==> src/rtl/pwm_fade_controller.sv <==
// pwm_fade_controller: ramps duty_out from its current value to a target.
// Each update moves duty_out by a programmable step. Updates happen once every
// (div+1) clocks. Every new configuration is latched on cfg_valid.
// Optional feature macro: PWM_FADE_BREATHE_EN adds the cfg_breathe input.
// With breathe latched, the ramp bounces between the target and 0 until it is
// stopped by abort, reset, or a non-breathe cfg_valid.
module pwm_fade_controller #(
  parameter int                 DUTY_W     = 8,
  parameter int                 DIV_W      = 8,
  parameter logic [DUTY_W-1:0]  RESET_DUTY = '0
) (
  input  logic              clk,
  input  logic              rst_n,
  input  logic              cfg_valid,
  input  logic [DUTY_W-1:0] cfg_target,
  input  logic [3:0]        cfg_step,
  input  logic [DIV_W-1:0]  cfg_div,
`ifdef PWM_FADE_BREATHE_EN
  input  logic              cfg_breathe,
`endif
  input  logic              abort,
  output logic [DUTY_W-1:0] duty_out,
  output logic              busy,
  output logic              done
);

  typedef enum logic [1:0] {IDLE, UP, DOWN} state_t;

  state_t            state;
  logic [DIV_W-1:0]  presc;
  logic [DUTY_W-1:0] tgt;
  logic [3:0]        stp;
  logic [DIV_W-1:0]  div;

  // Current ramp endpoint. In breathe mode it alternates between tgt and 0.
  // In normal mode it is simply the latched target.
  logic [DUTY_W-1:0] goal;
  // True when the running ramp loops instead of finishing.
  logic              loop_on;
  // True when a new configuration requests a looping ramp.
  logic              cfg_loop;

`ifdef PWM_FADE_BREATHE_EN
  logic              breathe;
  logic [DUTY_W-1:0] dest;

  assign goal     = dest;
  assign loop_on  = breathe && (tgt != '0);
  assign cfg_loop = cfg_breathe && (cfg_target != '0);
`else
  assign goal     = tgt;
  assign loop_on  = 1'b0;
  assign cfg_loop = 1'b0;
`endif

  logic [3:0]        cfg_step_eff;
  logic [DUTY_W-1:0] stp_ext;
  logic [DUTY_W:0]   up_sum;
  logic [DUTY_W-1:0] dn_diff;
  logic              up_hit;
  logic              dn_hit;
  logic              tick;

  // Compute the step size, the arithmetic for both directions, and the prescaler tick.
  // The up sum is one bit wider so that it can never wrap past full scale.
  always_comb begin
    cfg_step_eff = (cfg_step == 4'd0) ? 4'd1 : cfg_step;
    stp_ext      = {{(DUTY_W-4){1'b0}}, stp};
    up_sum       = {1'b0, duty_out} + {1'b0, stp_ext};
    up_hit       = up_sum >= {1'b0, goal};
    dn_diff      = duty_out - goal;
    dn_hit       = dn_diff <= stp_ext;
    tick         = (presc == div);
  end

  // Ramp sequencer. The priority order is abort, then cfg_valid, then the prescaler tick.
  always_ff @(posedge clk or negedge rst_n) begin
    if (!rst_n) begin
      state    <= IDLE;
      duty_out <= RESET_DUTY;
      busy     <= 1'b0;
      done     <= 1'b0;
      presc    <= '0;
      tgt      <= '0;
      stp      <= '0;
      div      <= '0;
`ifdef PWM_FADE_BREATHE_EN
      breathe  <= 1'b0;
      dest     <= '0;
`endif
    end else begin
      done <= 1'b0;
      if (abort) begin
        if (state != IDLE) begin
          state <= IDLE;
          busy  <= 1'b0;
          presc <= '0;
        end
      end else if (cfg_valid) begin
        tgt   <= cfg_target;
        stp   <= cfg_step_eff;
        div   <= cfg_div;
        presc <= '0;
`ifdef PWM_FADE_BREATHE_EN
        breathe <= cfg_breathe;
        dest    <= cfg_target;
`endif
        if (cfg_target > duty_out) begin
          state <= UP;
          busy  <= 1'b1;
        end else if (cfg_target < duty_out) begin
          state <= DOWN;
          busy  <= 1'b1;
        end else if (cfg_loop) begin
          // The target is already reached, so start the looping ramp on its way down to 0.
          state <= DOWN;
          busy  <= 1'b1;
`ifdef PWM_FADE_BREATHE_EN
          dest  <= '0;
`endif
        end else begin
          state <= IDLE;
          busy  <= 1'b0;
          done  <= 1'b1;
        end
      end else if (state != IDLE) begin
        if (tick) begin
          presc <= '0;
          if ((state == UP) ? up_hit : dn_hit) begin
            duty_out <= goal;
            if (loop_on) begin
              // Reverse direction at each end of the breathe loop.
              if (goal == '0) begin
                state <= UP;
`ifdef PWM_FADE_BREATHE_EN
                dest  <= tgt;
`endif
              end else begin
                state <= DOWN;
`ifdef PWM_FADE_BREATHE_EN
                dest  <= '0;
`endif
              end
            end else begin
              state <= IDLE;
              busy  <= 1'b0;
              done  <= 1'b1;
            end
          end else if (state == UP) begin
            duty_out <= up_sum[DUTY_W-1:0];
          end else begin
            duty_out <= duty_out - stp_ext;
          end
        end else begin
          presc <= presc + 1'b1;
        end
      end
    end
  end

endmodule
==> config.mk <==
export PLATFORM = sky130hd
export DESIGN_NAME = pwm_fade_controller
export DESIGN_NICKNAME = d
export VERILOG_FILES = /design/src/rtl/pwm_fade_controller.sv
export SDC_FILE = /design/constraint.sdc
export NUM_CORES = 1
export LEC_CHECK = 0
export CORE_ASPECT_RATIO = 1.2
export CORE_MARGIN = 2
export CORE_UTILIZATION = 56
export DETAILED_ROUTE_END_ITERATION = 8
export PLACE_DENSITY = 0.83
export SLEW_MARGIN = 10
export SYNTH_ARGS = -nofsm -noshare
export SYNTH_HDL_FRONTEND = slang
export SYNTH_SLANG_ARGS = --single-unit
==> constraint.sdc <==
create_clock -name clk -period 5.6 [get_ports clk]
set_input_delay 0.84 -clock clk [delete_from_list [all_inputs] [get_ports clk]]
set_output_delay 0.84 -clock clk [all_outputs]
set_load 0.02 [all_outputs]
==> flow_summary.ini, run 1 <==
[outcome]
status = complete, no violations

[routing]
ant_nets = 0
dr_total_vias = 2706
drtPass1Iterations = 4
routed_wl_um = 7030
via_per_inst = 6.00
drcViolationCount = 0
drtIter0Drc = 193
wire_per_inst_um = 15.6

[power_and_ir_drop]
combPwrFrac = 0.438
p_total_w = 0.000964
p_clk_frac = 0.190
p_int_w = 0.000599
switching_share = 0.378
p_leak_nw = 1.69
switchingPower_w = 0.000365
pwr_density_cell_mw_per_mm2 = 274
seqPwrFrac = 0.372
vdd_drop_max_v = 0.000167

[grt]
grt_max_degree = 41
antenna_found_initial = 0
overflow = 0
grt_pass1_vias = 2618
track_usage = 0.255
grt_pass1_wl_um = 12300

[logic_synthesis]
synth-edff-count = 0
ys_dominant_reg_cell = dfrtp_1
synth_area_leaders = dfrtp_1 (32%), ha_1 (15%), nand2_1 (7.5%)
ys_warn_count = 0
yosys.area.top_type = dfrtp_1
syn_nets = 422
postSynthCellCount = 359
synth_area_per_cell_um2 = 8.60
seq_area_frac_synth = 0.324
synth-async-reset-ratio = 1.00
synth.top_cell.area_share = 0.324
synth-seq-cells = 40
synth_cell_types = 49
synthesis.area_mm2 = 0.00309

[cells_and_area]
finalNonFillerCells = 451
final_core_utilization = 0.665
final_cell_mix = nand2_1 (62), dfrtp_1 (40), ha_1 (36), o21ai_0 (33), clkdlybuf4s50_1 (32)
diodes = 0
nFillCells = 441
stdcell_area_mm2 = 0.00352
regArea_mm2 = 0.00100
drive_above_1_share = 0.0334
layout_commonest_cell = nand2_1
fin_nets = 452
multi_input_area_mm2 = 0.00192
areaGrowthSynthToFinish_pct = 14.1

[placed_design]
hpwlAfterDp_um = 5400
portBuffers = 33
dpl_cell_area_mm2 = 0.00344
gp_congestion = 0.914
dp_cells = 444

[clocking]
clkSinkCount = 40
cts.clk_slew.worst_paths_ns = 0.08
insertion_delay_ns = 0.29
cts_root_buf = clkbuf_8
cts_tree = built
postCtsHoldBufs = 0
cts_setup_buffers = 0
ctsResizeCount = 0
cts.htree.levels = 2
clockBufferDepth = 2
numCtsBuffers = 5

[sta]
slew_headroom = 0.402
fin_crit_ns = 3.70
period_share = 0.660
final-max-slew-violation-count = 0
rsz0062_at_grt = no
tns_ns = 0
max_freq_mhz = 271
finalHoldViolCount = 0
final.setup_skew_ns = 0.0113
worst-slew-pin-transition_ns = 0.896
setup_violations = 0

[die]
die_x_um = 71.8
coreArea_mm2 = 0.00530
dieArea_mm2 = 0.00613
start_util = 0.583
core.rowCount = 29
io_pins = 34
die_h_um = 85.3

[worst_setup_path]
crit_arrival_ns = 3.88
cp_max_fo = 18
slowest_stage = o41a_1
path_cells = ha_1 -> nand2b_1 -> a211oi_1 -> xnor2_1 -> ha_1 -> a21oi_1 -> o21ai_0 -> a21oi_1 -> o22a_1 -> o41a_1 -> o31ai_1 -> a311o_1
slowest_delay_ns = 0.69
startpoint_type = flop
setup.worst_path.end_class = flop
critPathKind = reg2reg
cp.required_ns = 5.78

[flow_run]
maxCapViolCount = 0

[worst_hold_path]
min_path_type = reg2reg
[power groups by stage]
stage          registers, W  clock network, W  logic, W
5_1_grt            0.000364          0.000201  0.000475
2_1_floorplan      0.000363                 0  0.000300
3_5_place_dp       0.000364                 0  0.000420
6_report           0.000359          0.000183  0.000422
4_1_cts            0.000358          0.000187  0.000422
3_3_place_gp       0.000363                 0  0.000407
[critical path: cells and delay by family, from the launching register on]
| kind | cells | cell delay (ns) |
|---|---|---|
| and+or+nand+nor | 1 | 0.20 |
| adders and majority gates | 2 | 0.67 |
| AOI/OAI and AO/OA | 8 | 2.07 |
| DFF | 1 | 0.46 |
| xor gates and xnor gates | 1 | 0.18 |
[per-layer routing]
layer  part of all wire  global-route usage
met1               0.43               0.324
met2               0.51               0.430
met3              0.034              0.0416
met4              0.030              0.0995
met5                  0                   0
[cell families (layout without fill, tap and decap cells)]
kind of cell	after synthesis	after routing	share of synthesized area
buffers and inverters	38	68	0.0535
DFF	40	40	0.324
adders and majority gates	39	39	0.165
AOI/OAI and AO/OA	94	94	0.193
and+or+nand+nor	121	121	0.184
muxes	8	8	0.0259
xor gates and xnor gates	19	19	0.0539
[layout make-up]
class                      instances  area share
tap                               62      0.0220
clock buffer                       6      0.0206
inverter                          25      0.0266
timing repair buffer              36      0.0988
multi-input combinational        281       0.546
sequential                        40       0.284
clock inverter                     1     0.00142
[registers in the layout (all words and copies together) (netlist names)]
name / count
state: 2
div: 8
duty_out: 8
stp: 4
done: 1
presc: 8
goal: 8
busy: 1
[per-stage QoR]
stage / hold WS (ns) / setup slack (ns)
5_1_grt: 0.523 / 1.52
3_3_place_gp: 0.481 / 2.01
3_5_place_dp: 0.484 / 1.90
2_1_floorplan: 0.465 / 2.46
6_report: 0.503 / 1.90
4_1_cts: 0.501 / 1.89
[cells in the mapped netlist, types with 3 or more instances]
| cell | count |
|---|---|
| nand2_1 | 62 |
| dfrtp_1 | 40 |
| ha_1 | 36 |
| o21ai_0 | 33 |
| inv_1 | 25 |
| nor2_1 | 18 |
| a21oi_1 | 16 |
| nor2b_1 | 11 |
| xor2_1 | 10 |
| clkbuf_1 | 9 |
| nand2b_1 | 9 |
| xnor2_1 | 9 |
| mux2i_1 | 8 |
| o31ai_1 | 6 |
| nand3_1 | 5 |
| o21ai_1 | 5 |
| a21o_1 | 4 |
| a31oi_1 | 4 |
| a311o_1 | 3 |
| fa_1 | 3 |
| nand4_1 | 3 |
| nor3_1 | 3 |
| o211ai_1 | 3 |
[final timing paths]
check | from | end | slack (ns) | cells after the start
setup / recovery | duty_out[2] | duty_out[6] | 1.90 | 12
hold / removal | div[2] | div[2] | 0.50 | 2
setup reg to reg | duty_out[2] | duty_out[6] | 1.90 | 12
hold reg to reg | div[2] | div[2] | 0.50 | 2
max in group asynchronous | rst_n | presc[5] | 4.36 | 1
min in group asynchronous | rst_n | goal[3] | 0.68 | 1
Power figures use the tool's default switching activity.
==> run 2, diff against run 1 <==
- clock period: 5.6 -> 3.65 ns (I/O delays scaled with it)
==> flow_summary.ini, run 2 (same netlist as run 1, synthesis figures left out) <==
[outcome]
status = complete, no violations

[clocking]
insertion_delay_ns = 0.30
cts_tree = built
cts.htree.levels = 2
cts_root_buf = clkbuf_8
clockBufferDepth = 2
postCtsHoldBufs = 0
numCtsBuffers = 5
clkSinkCount = 40
cts.clk_slew.worst_paths_ns = 0.08

[routing]
drtPass1Iterations = 5
via_per_inst = 5.97
wire_per_inst_um = 16.2
ant_nets = 0
routed_wl_um = 7470
drtIter0Drc = 182
dr_total_vias = 2754
drcViolationCount = 0

[die]
core.rowCount = 29
start_util = 0.583
die_x_um = 71.8
io_pins = 34
dieArea_mm2 = 0.00613
die_h_um = 85.3
coreArea_mm2 = 0.00530

[sta]
hold_slack_ns = 0.374
max_freq_mhz = 287
period_share = 0.954
final.setup_skew_ns = 0.00532
worst-slew-pin-transition_ns = 0.896
final-max-slew-violation-count = 0
slew_headroom = 0.403
fin_crit_ns = 3.48
finalHoldViolCount = 0
timing.final.ws_setup_ns = 0.168
setup_violations = 0

[placed_design]
gp_congestion = 0.954
portBuffers = 33
hpwlAfterDp_um = 5590
dpl_worst_slack_ns = 0.219

[power_and_ir_drop]
vdd_drop_max_v = 0.000237
pwr_density_cell_mw_per_mm2 = 433
p_leak_nw = 1.74

[worst_setup_path]
slowest_stage = o41a_1
slowest_delay_ns = 0.49
setup.worst_path.end_class = flop
crit_family = compound AO/OA/AOI/OAI gates
crit_arrival_ns = 3.66
critPathKind = reg2reg
startpoint_type = flop
path_cells = ha_1 -> nor2b_1 -> o21a_1 -> nor2_1 -> xnor2_1 -> ha_1 -> nand3_1 -> nor2_1 -> o32ai_2 -> nand2_1 -> o41a_1 -> buf_12 -> nor4b_4 -> a311o_1
crit_buf_inv = 1
cp_max_fo = 16
cp.required_ns = 3.83

[cells_and_area]
nFillCells = 421
multi_input_area_mm2 = 0.00193
drive_above_1_share = 0.0627
regArea_mm2 = 0.00100
areaGrowthSynthToFinish_pct = 17.3
final_cell_mix = nand2_1 (62), dfrtp_1 (39), ha_1 (36), o21ai_0 (33), clkdlybuf4s50_1 (32)
fin_nets = 461
diodes = 0
layout_commonest_cell = nand2_1
final_core_utilization = 0.684

[grt]
grt_max_degree = 41
track_usage = 0.259
overflow = 0
grt_pass1_wl_um = 12500
grt_pass1_vias = 2774
antenna_found_initial = 0

[worst_hold_path]
min_path_type = in2async

[flow_run]
maxCapViolCount = 0
-- run 2: metrics by stage --
step	total power, W	std cells	area [um2]	setup TNS (ns)
final	0.00157	461	3620	0
after global routing	0.00168	461	3620	-0.0251
after CTS	0.00153	457	3580	0
after detailed placement	0.00123	449	3490	0
after global placement	0.00120	449	3490	0
after floorplan	0.00102	359	3090	0
-- run 2: cell type report --
| type | count | area share |
|---|---|---|
| Clock buffer | 6 | 0.0200 |
| Inverter | 25 | 0.0259 |
| Sequential cell | 40 | 0.277 |
| Multi-Input combinational cell | 281 | 0.533 |
| Timing Repair Buffer | 45 | 0.118 |
| Tap cell | 62 | 0.0214 |
| Clock inverter | 2 | 0.00449 |
-- run 2: timing repair --
action | CTS | global route
setup buffers | 0 | 4
gates resized for setup | 0 | 2
endpoints found under the setup margin | 0 | 2
-- run 2: metal layers --
metal	vias up	wire length [um]	GRT usage
met5	-	0	0
met4	0	267	0.115
met3	30	393	0.0404
met2	105	3840	0.443
met1	1281	2960	0.319
li1	1338	-	-
-- run 2: final timing paths --
kind / from / to / slack [ns] / depth (start not counted)
worst max register to register: duty_out[1] / duty_out[6] / 0.17 / 14
worst min register to register: div[6] / div[6] / 0.50 / 2
worst max-delay path: duty_out[1] / duty_out[6] / 0.17 / 14
min in group clk: div[6] / div[6] / 0.50 / 2
max in group asynchronous: rst_n / duty_out[1] / 2.67 / 1
worst min-delay path: rst_n / div[1] / 0.37 / 1
-- run 2: power by group --
part	switching, W	internal (W)	total, W
Sequential	0.0000567	0.000491	0.000548
Clock	0.000168	0.000136	0.000304
Combinational	0.000385	0.000331	0.000716
Total	0.000610	0.000958	0.00157
==> run 3, diff against run 2 <==
- CORE_UTILIZATION: 56 -> 46
- PLACE_DENSITY: 0.83 -> 0.71
==> flow_summary.ini, run 3 (same netlist as run 1, synthesis figures left out) <==
[grt]
use_met1 = 0.256
grt_busiest_layer = met2
antenna_found_initial = 0
grt_pass1_wl_um = 12700
overflow = 0
grt_max_degree = 41
use_met2 = 0.409
grt_pass1_vias = 2747
track_usage = 0.220
grtUsageMet3 = 0.0327

[worst_setup_path]
crit_end = duty_out[5]
setup.worst_path.end_class = flop
r2r-end = duty_out[5]
slowest_stage = dfrtp_1
critPathKind = reg2reg
cp_max_fo = 11
path_cells = inv_1 -> fa_1 -> xnor2_1 -> ha_1 -> a21oi_1 -> nor2b_1 -> o32ai_1 -> nand2_1 -> o41a_1 -> buf_4 -> nor4b_1 -> a311o_1
startpoint = duty_out[1]
slowest_delay_ns = 0.51
crit_arrival_ns = 3.50
reg2reg_depth = 12
r2r_slack_ns = 0.33
reg2reg_from = duty_out[1]
cp.required_ns = 3.83
startpoint_type = flop

[outcome]
status = complete, no violations

[clocking]
cts_root_buf = clkbuf_8
ctsResizeCount = 0
cts.htree.levels = 2
clkSinkCount = 40
insertion_delay_ns = 0.29
postCtsHoldBufs = 0
cts_tree = built
numCtsBuffers = 5
cts.clk_slew.worst_paths_ns = 0.08
clockBufferDepth = 2
cts_setup_buffers = 0

[routing]
via_per_inst = 5.53
wire_per_inst_um = 15.2
routed_wl_um = 7300
dr_total_vias = 2648
drtPass1Iterations = 4
drcViolationCount = 0
drtIter0Drc = 124
ant_nets = 0

[flow_run]
maxCapViolCount = 0

[die]
io_pins = 34
die_h_um = 93.8
core.rowCount = 32
start_util = 0.479
dieArea_mm2 = 0.00739
die_x_um = 78.8
coreArea_mm2 = 0.00645

[sta]
timing.final.ws_setup_ns = 0.330
hold_slack_ns = 0.378
fin_crit_ns = 3.32
final.setup_skew_ns = 0.00433
worst-slew-pin-transition_ns = 0.909
tns_ns = 0
setup_violations = 0
final-max-slew-violation-count = 0
period_share = 0.909
slew_headroom = 0.394
finalHoldViolCount = 0
rsz0062_at_grt = no
max_freq_mhz = 301

[cells_and_area]
layout_commonest_cell = nand2_1
final_cell_mix = nand2_1 (62), dfrtp_1 (40), ha_1 (36), o21ai_0 (33), clkdlybuf4s50_1 (32)
final_core_utilization = 0.561
nFillCells = 600
drive_above_1_share = 0.0482
fin_nets = 456
areaGrowthSynthToFinish_pct = 17.2
multi_input_area_mm2 = 0.00192
diodes = 0
regArea_mm2 = 0.00100

[power_and_ir_drop]
p_leak_nw = 1.72
pwr_density_cell_mw_per_mm2 = 436
vdd_drop_max_v = 0.000232

[placed_design]
gp_congestion = 0.939
hpwlAfterDp_um = 5620
portBuffers = 33
dpl_worst_slack_ns = 0.329

[worst_hold_path]
min_path_type = in2async
==> run 3: cell count changes in the layout (fill, tap and decap cells not counted) <==
cell       before  now
bufinv_16       0    1
o32ai_2         1    0
dfrtp_2         1    0
clkbuf_1        1    0
inv_6           0    1
clkinv_4        1    0
dfrtp_1        39   40
o32ai_1         1    2
buf_12          1    0
buf_4          11    7
==> run 3: worst max-delay path, delay by kind of cell, from the launching register on <==
| family | cells | cell delay [ns] |
|---|---|---|
| AOI/OAI and AO/OA | 4 | 1.08 |
| buffers and inverters | 2 | 0.38 |
| DFF | 1 | 0.51 |
| xor gates and xnor gates | 1 | 0.18 |
| and+or+nand+nor | 3 | 0.31 |
| adders and majority gates | 2 | 0.75 |
==> run 3: how the worst min path moves through the flow <==
| stage | startpoint | endpoint | slack, ns | cells after the start |
|---|---|---|---|---|
| floorplan | rst_n | busy | 0.25 | 0 |
| global placement | div[6] | div[6] | 0.48 | 2 |
| detailed placement | div[1] | div[1] | 0.50 | 2 |
| CTS | rst_n | div[7] | 0.41 | 1 |
| global route | rst_n | div[2] | 0.46 | 1 |
| finish | rst_n | div[7] | 0.38 | 1 |
==> run 3: metal layers <==
layer	vias up	part of all wire
met4	0	0.014
met5	-	0
met2	52	0.53
met1	1262	0.43
li1	1326	-
met3	8	0.026
==> run 3: layout make-up <==
class | count | share of cell area
multi-input combinational | 281 | 0.532
sequential | 40 | 0.277
timing repair buffer | 40 | 0.104
tap | 85 | 0.0294
inverter | 25 | 0.0259
clock buffer | 5 | 0.0190
clock inverter | 3 | 0.0128
==> run 3: stage by stage <==
step / cell area, um2 / cells / total power (W)
after floorplan: 3090 / 359 / 0.00102
after global placement: 3500 / 471 / 0.00119
after detailed placement: 3500 / 471 / 0.00121
after CTS: 3620 / 479 / 0.00159
after global routing: 3620 / 479 / 0.00171
final: 3620 / 479 / 0.00158
==> run 3: where the power goes <==
part           switching (W)  total, W  internal [W]
Clock               0.000170  0.000376      0.000206
Combinational       0.000348  0.000650      0.000302
Sequential         0.0000615  0.000552      0.000490
